File: src/rtl/pipe_ctrl_pkg.sv
// Shared types and constants for the pipeline hazard controller (pipe_ctrl).
package pipe_ctrl_pkg;

    typedef enum logic {
        IDLE    = 1'b0,
        MC_BUSY = 1'b1
    } mc_state_e;

    localparam int DEF_NUM_STAGES  = 5;
    localparam int DEF_MC_STAGE    = 3;
    localparam int DEF_CNT_W       = 6;
    localparam int DEF_FLUSH_DEPTH = 4;

    localparam int STG_PC  = 0;
    localparam int STG_IF  = 1;
    localparam int STG_ID  = 2;
    localparam int STG_EX  = 3;
    localparam int STG_MEM = 4;

endpackage

File: src/rtl/pipe_ctrl_mc_counter.sv
// Multi-cycle operation tracker: IDLE/MC_BUSY FSM with a down-counter that
// holds the issuing stage for the requested number of cycles.
module pipe_mc_counter
    import pipe_ctrl_pkg::*;
#(
    parameter int CNT_W = DEF_CNT_W
) (
    input  logic             clk,
    input  logic             rst,
    input  logic             start,
    input  logic [CNT_W-1:0] cycles,
    input  logic             abort,
    output logic             busy,
    output logic             done
);

    mc_state_e        state_q, state_d;
    logic [CNT_W-1:0] cnt_q, cnt_d;
    logic             done_q, done_d;

    // NOTE: every combinational output gets a default before the case so no
    // path leaves it unassigned, which would otherwise infer a latch.
    always_comb begin
        state_d = state_q;
        cnt_d   = cnt_q;
        done_d  = 1'b0;
        // NOTE: blocking '=' in always_comb; later statements see earlier
        // values within the same evaluation, as combinational logic should.
        unique case (state_q)
            IDLE: begin
                if (start && (cycles != '0) && !abort) begin
                    state_d = MC_BUSY;
                    cnt_d   = cycles - CNT_W'(1);
                    done_d  = (cycles == CNT_W'(1));
                end
            end
            MC_BUSY: begin
                if (abort || (cnt_q == '0)) begin
                    state_d = IDLE;
                    cnt_d   = '0;
                end else begin
                    cnt_d  = cnt_q - CNT_W'(1);
                    done_d = (cnt_q == CNT_W'(1));
                end
            end
            default: state_d = IDLE;
        endcase
    end

    // NOTE: non-blocking '<=' for state so all flops update together at the edge.
    always_ff @(posedge clk) begin
        if (rst) begin
            state_q <= IDLE;
            cnt_q   <= '0;
            done_q  <= 1'b0;
        end else begin
            state_q <= state_d;
            cnt_q   <= cnt_d;
            done_q  <= done_d;
        end
    end

    assign busy = (state_q == MC_BUSY);
    // A flush in the final busy cycle cancels the completion pulse.
    assign done = done_q & ~abort;

endmodule

File: src/rtl/pipe_ctrl.sv
// Pipeline stall/bubble/flush controller with multi-cycle operation support.
// Optional stall statistics counter enabled by defining PIPE_CTRL_STATS_EN.
module pipe_ctrl
    import pipe_ctrl_pkg::*;
#(
    parameter int NUM_STAGES  = DEF_NUM_STAGES,
    parameter int MC_STAGE    = DEF_MC_STAGE,
    parameter int CNT_W       = DEF_CNT_W,
    parameter int FLUSH_DEPTH = DEF_FLUSH_DEPTH
) (
    input  logic                  i_clk,
    input  logic                  i_rst,
    input  logic [NUM_STAGES-1:0] i_stall_req,
    input  logic                  i_mc_start,
    input  logic [CNT_W-1:0]      i_mc_cycles,
    input  logic                  i_flush,
    output logic [NUM_STAGES-1:0] o_stall,
    output logic [NUM_STAGES-1:0] o_bubble,
    output logic [NUM_STAGES-1:0] o_flush,
    output logic                  o_mc_busy,
    output logic                  o_mc_done,
    output logic [31:0]           o_stall_cycles
);

    logic [NUM_STAGES-1:0] req;

    pipe_mc_counter #(
        .CNT_W (CNT_W)
    ) u_mc_counter (
        .clk    (i_clk),
        .rst    (i_rst),
        .start  (i_mc_start),
        .cycles (i_mc_cycles),
        .abort  (i_flush),
        .busy   (o_mc_busy),
        .done   (o_mc_done)
    );

    // The PC stage has nothing upstream to hold, so its request is dropped.
    always_comb begin
        req    = i_stall_req;
        req[0] = 1'b0;
        if (o_mc_busy) req[MC_STAGE] = 1'b1;
    end

    // Ascending scan: the highest requesting stage is the last one to write.
    always_comb begin
        o_stall  = '0;
        o_bubble = '0;
        o_flush  = '0;
        if (i_flush) begin
            for (int j = 0; j < FLUSH_DEPTH; j++) o_flush[j] = 1'b1;
        end else begin
            for (int j = 0; j < NUM_STAGES; j++) begin
                if (req[j]) begin
                    o_bubble    = '0;
                    o_bubble[j] = 1'b1;
                    o_stall     = NUM_STAGES'((1 << j) - 1);
                end
            end
        end
    end

`ifdef PIPE_CTRL_STATS_EN
    logic [31:0] stall_cnt_q;

    always_ff @(posedge i_clk) begin
        if (i_rst) begin
            stall_cnt_q <= '0;
        end else if (o_stall[0] && (stall_cnt_q != '1)) begin
            stall_cnt_q <= stall_cnt_q + 32'd1;
        end
    end

    assign o_stall_cycles = stall_cnt_q;
`else
    assign o_stall_cycles = '0;
`endif

endmodule

File: config.mk
export PLATFORM = sky130hd
export DESIGN_NAME = pipe_ctrl
export DESIGN_NICKNAME = d
export VERILOG_FILES = /design/src/rtl/pipe_ctrl_pkg.sv /design/src/rtl/pipe_ctrl_mc_counter.sv /design/src/rtl/pipe_ctrl.sv
export SDC_FILE = /design/constraint.sdc
export NUM_CORES = 1
export LEC_CHECK = 0
export CELL_PAD_IN_SITES_DETAIL_PLACEMENT = 0
export CELL_PAD_IN_SITES_GLOBAL_PLACEMENT = 1
export CORE_MARGIN = 3
export CORE_UTILIZATION = 25
export CTS_CLUSTER_SIZE = 28
export DETAILED_ROUTE_END_ITERATION = 12
export GPL_TIMING_DRIVEN = 0
export PLACE_DENSITY_LB_ADDON = 0.1
export SKIP_CTS_REPAIR_TIMING = 1
export SYNTH_ARGS = -nofsm -noshare
export SYNTH_HDL_FRONTEND = slang
export SYNTH_SLANG_ARGS = --single-unit
File: constraint.sdc
create_clock -name i_clk -period 1.6 [get_ports i_clk]
set_input_delay 0.24 -clock i_clk [delete_from_list [all_inputs] [get_ports i_clk]]
set_output_delay 0.24 -clock i_clk [all_outputs]
set_load 0.01 [all_outputs]
---- Word level (Yosys, flattened, before mapping) ----
Cells that the tools add are included.
word-level totals
  output and inout port bits .............. 49
  logic and storage cells ................. 38
  flip-flop bits (word level) ............. 8
  input port bits ......................... 15
cells by class
  bitwise operators ....................... 3
  equal/unequal tests ..................... 3
  reductions and logical operators ........ 6
  multiplexer cells ....................... 21
  $add $sub $neg .......................... 2
operators with widths
  operator                                                            count
  5-bit two-way mux                                                   8
  6-bit by 1-bit == test with 1-bit output, second input constant     2
  6-bit two-way mux                                                   2
  6-bit case mux with 2 select lines                                  1
  6-bit by 1-bit subtractor with 6-bit output, second input constant  2
  6-bit zero test                                                     1
  1-bit two-way mux                                                   6
  6-bit nonzero test                                                  1
  4-bit two-way mux                                                   1
  1-bit case mux with 2 select lines                                  2
  1-bit logical AND                                                   2
  2-bit two-way mux                                                   1
  2-bit by 1-bit != test with 1-bit output, second input constant     1
  1-bit NOT                                                           2
  1-bit bitwise AND                                                   1
  1-bit zero test                                                     1
  1-bit logical OR                                                    1

---- Longest topological paths before layout ----
  depth after elaboration ................. 5
  depth in mapped cells ................... 6
  gate-level depth less buffers ........... 6

---- By module ----
Synthesis repeated with hierarchy kept, for this count alone.
second synthesis, totals
  cells, all modules ...................... 129
  area, all modules ....................... 1058.5 µm²
modules (own cells, without submodules)
  module           sequential area each (µm²)  area an instance (µm²)  cells an instance  instances
  pipe_mc_counter  160.2                       681.9                   75                 1
  pipe_ctrl        0.0                         376.6                   54                 1

---- Least setup slack after synthesis ----
Ideal clock, no wire load.
  path kind ............................... input-to-reg
  start point ............................. in i_mc_cycles[0]
  end point ............................... reg u_mc_counter.cnt_q[2]
  arrival time ............................ 1.287 ns
  stages .................................. 5
  setup slack ............................. 0.191 ns
  path buffers ............................ 0
  data required time ...................... 1.478 ns
  cells stage by stage .................... inv_1 -> ha_1 -> a211oi_4 -> o22ai_1 -> o311a_1
between the ends
  word-level cells in the longest chain between the ends .. 4
  elaborated cells on any way between the ends .. 7
  classes of those cells .................. add/sub: 1; eq/ne: 1; mux: 2; reduce/logical: 3
RTL lines
  what                                                                                 line                        source
  start, declared                                                                      pipe_ctrl.sv:15             input logic [CNT_W-1:0] i_mc_cycles,
  branches (longest 4 deep; another with 6-bit by 1-bit subtractor with 6-bit output)  -
  end signal, assigned                                                                 pipe_ctrl_mc_counter.sv:58  cnt_q <= cnt_d;
  end, declared                                                                        pipe_ctrl_mc_counter.sv:18  logic [CNT_W-1:0] cnt_q, cnt_d;
Several ways; the timed one is not identified. The select of a mux whose other input is x is not followed.
A chain may end at the register's enable or synchronous reset.

---- Final worst setup path ----
  start point ............................. reg u_mc_counter.state_q (netlist: u_mc_counter.busy)
  end point ............................... out o_bubble[2]
between the ends
  word-level cells in the longest chain between the ends .. 4
RTL lines
  what                            line                        source
  start, declared                 pipe_ctrl_mc_counter.sv:17  mc_state_e state_q, state_d;
  start signal, assigned          pipe_ctrl_mc_counter.sv:57  state_q <= state_d;
  1-bit two-way mux               pipe_ctrl.sv:43             if (o_mc_busy) req[MC_STAGE] = 1'b1;
  5-bit two-way mux (2 in a row)  pipe_ctrl.sv:55             if (req[j]) begin
  5-bit two-way mux               pipe_ctrl.sv:51             if (i_flush) begin
  end, declared                   pipe_ctrl.sv:18             output logic [NUM_STAGES-1:0] o_bubble,
Every way passes these cells.

==> metrics.md <==
| Metric | Value |
|---|---|
| Hpwl dp | 2.21 mm |
| Vias | 1030 |
| CP startpoint kind | register |
| Final ANT Viol Nets | 0 |
| Final nets | 223 |
| Final Hold Vio Count | 0 |
| Switching Fraction | 0.335 |
| Share of layout cells above drive strength 1 | 0.355 |
| Vias in the first global route | 972 |
| Diode count | 0 |
| Seq. cell area | 161 um2 |
| Clk sinks | 8 |
| Io pins | 64 |
| Synth warn | 0 |
| Full die area | 5030 um2 |
| Pint | 0.574 mW |
| Worst min-delay path class | in -> reg |
| Fill cell total of the finished layout | 408 |
| Gate count after technology mapping | 133 |
| R2r setup slk | 0.08 ns |
| Clk_skew | 0.00182 ns |
| Clock latency on the worst-skew pair | 0.23 ns |
| Peak VDD IR | 650 uV |
| Core area | 3850 um2 |
| Met2 usage | 0.183 |
| Comb power frac | 0.446 |
| Setup WS pre-CTS | -0.674 ns |
| Pleak | 0.895 nW |
| Total track usage | 0.108 |
| Gp weighted congestion | 0.820 |
| Synth area leader | buf_4 |
| Prevailing post-synth register cell | dfxtp_1 |
| Starting DRT DRC Count | 32 |
| CTS tree | done |
| Largest net degree at the start of global routing | 11 |
| Post-synth EDFFs | 0 |
| Clk slew on worst S/H paths | 0.04 ns |
| Synth async-reset ratio | 0 |
| Area grow syn2layout | 58.1% |
| Synth cell count leaders | buf_4 (40), inv_1 (10), nor3_1 (9) |
| Max Fclk | 646 MHz |
| Via density | 4.15 |
| Post-synth top area share | 0.285 |
| Most common cell in the netlist | buf_4 |
| P_sw | 0.289 mW |
| Data required, critical path | 1.36 ns |
| Slew Viols, Final | 0 |
| Syn Std Cell Area | 1050 um2 |
| Die Y | 71.0 um |
| Pwr/cell area | 517 nW/um2 |
| Maxcap violations | 0 |
| Initial Utilization | 0.274 |
| Initial antenna violation count | 0 |
| Register bit total from synthesis | 8 |
| Min cycle time layout | 1.55 ns |
| Sequential share of the synthesized area | 0.152 |
| Site row count | 22 |
| Max FO, Critical Path | 5 |
| Synth area leaders | buf_4 (28%), dfxtp_1 (15%), ha_1 (7.1%) |
| Root buffer cell | clkbuf_8 |
| PortBufs | 27 |
| Worst Slack Setup Final | 0.0509 ns |
| Worst path arrival time | 1.31 ns |
| WS Path Type | reg -> out |
| Seq pwr share | 0.276 |
| RSZ-0062 raised after global routing | yes |
| Met1 routing resource usage after global routing | 0.130 |
| Syn avg cell area | 7.93 um2 |
| Inserted Clock Buffers | 3 |
| Number of H-tree levels | 1 |
| Total gr overflow | 0 |
| CP Capture Type | output pin |
| Drt pass-1 iters | 4 |
| Cell variety after synth | 38 |
| Final WL | 2.77 mm |
| Area occupied by multi-input gates | 746 um2 |
| Outcome | finished clean |
| Area after DPL | 1510 um2 |
| Final number of setup-violating endpoints | 0 |
| Drt wl/cell | 11.2 um |
| Die W | 71.0 um |
| First-pass GRT wire length | 4.49 mm |
| Clock network power share | 0.277 |
| Max clock buf depth | 2 |
| GRT busiest layer | met2 |
| Final instance area | 1670 um2 |
| Period utilization | 0.968 |
| M3 GR Usage | 0.0355 |
| DR DRC count | 0 |
-- path summary, 6_finish.rpt --
path | from | endpoint | depth (start not counted)
worst max-delay path | u_mc_counter.busy | o_bubble[2] | 3
worst max register to register | u_mc_counter.cnt_q[2] | u_mc_counter.cnt_q[2] | 4
worst min-delay path | i_flush | u_mc_counter.busy | 3
worst min register to register | u_mc_counter.cnt_q[5] | u_mc_counter.cnt_q[5] | 2
-- layer usage --
metal | vias to the layer above | routed length (um) | part of all wire
li1 | 525 | - | -
met1 | 453 | 1140 | 0.41
met2 | 48 | 1340 | 0.48
met3 | 4 | 250 | 0.090
met4 | 0 | 42 | 0.015
met5 | - | 0 | 0
-- registers in the layout, indices dropped and copies added, names as in the netlist --
register,count
u_mc_counter.busy,1
u_mc_counter.cnt_q,6
u_mc_counter.done_q,1
-- cells by family (layout without fill, tap and decap cells) --
| kind of cell | count (synthesis) | in the layout | share of synthesized area |
|---|---|---|---|
| multiplexers | 1 | 1 | 0.00949 |
| XOR/XNOR | 3 | 3 | 0.0249 |
| AO/OA/AOI/OAI | 25 | 25 | 0.199 |
| adder cells (fa/ha/maj) | 6 | 6 | 0.0712 |
| buffers and inverters | 52 | 85 | 0.327 |
| other | 1 | 35 | 0.00356 |
| flip-flops | 8 | 8 | 0.152 |
| AND/OR/NAND/NOR | 37 | 37 | 0.212 |
-- worst max-delay path: stages (launching register included) --
cell     delay (ns)
dfxtp_2        0.33
or3_4          0.42
nor3b_2        0.18
buf_2          0.15
-- layout by cell type (no fill, tap or decap), drive strengths merged, types with 2 or more instances in the layout --
| master | netlist | routed |
|---|---|---|
| nor3b | 4 | 4 |
| xor2 | 2 | 2 |
| nand2 | 2 | 2 |
| clkbuf | 2 | 5 |
| nand2b | 2 | 2 |
| nor2 | 7 | 7 |
| nor2b | 3 | 3 |
| a211o | 2 | 2 |
| inv | 10 | 10 |
| clkdlybuf4s50 | 0 | 11 |
| nand3 | 6 | 6 |
| o22ai | 2 | 2 |
| o21ai | 4 | 4 |
| nor3 | 9 | 9 |
| buf | 40 | 47 |
| a21oi | 2 | 2 |
| ha | 6 | 6 |
| dlymetal6s2s | 0 | 12 |
| nor4 | 2 | 2 |
| a211oi | 7 | 7 |
| dfxtp | 8 | 8 |
| conb | 1 | 35 |
-- cell type report --
class	count	share of cell area
Multi-Input combinational cell	107	0.447
Buffer	42	0.191
Timing Repair Buffer	30	0.182
Sequential cell	8	0.0968
Tap cell	48	0.0360
Clock buffer	3	0.0248
Inverter	10	0.0225
-- power by group through the flow --
stage	clock (mW)	sequential, mW	combinational [mW]
final	0.239	0.238	0.385
after global placement	0	0.236	0.355
after floorplan	0	0.233	0.246
after global routing	0.253	0.241	0.424
after CTS	0.247	0.233	0.360
after detailed placement	0	0.236	0.357
-- metrics by stage --
stage	power (mW)	util	cells	hold WS, ns	setup TNS [ns]
6_report	0.863	0.433	248	0.471	0
5_1_grt	0.918	0.433	248	0.523	-0.0115
4_1_cts	0.839	0.403	245	0.591	-6.85
3_5_place_dp	0.593	0.393	242	0.580	-8.59
3_3_place_gp	0.590	0.393	242	0.580	-8.33
2_1_floorplan	0.479	-	167	0.303	0
No activity file was read; power rests on OpenSTA's default activity.
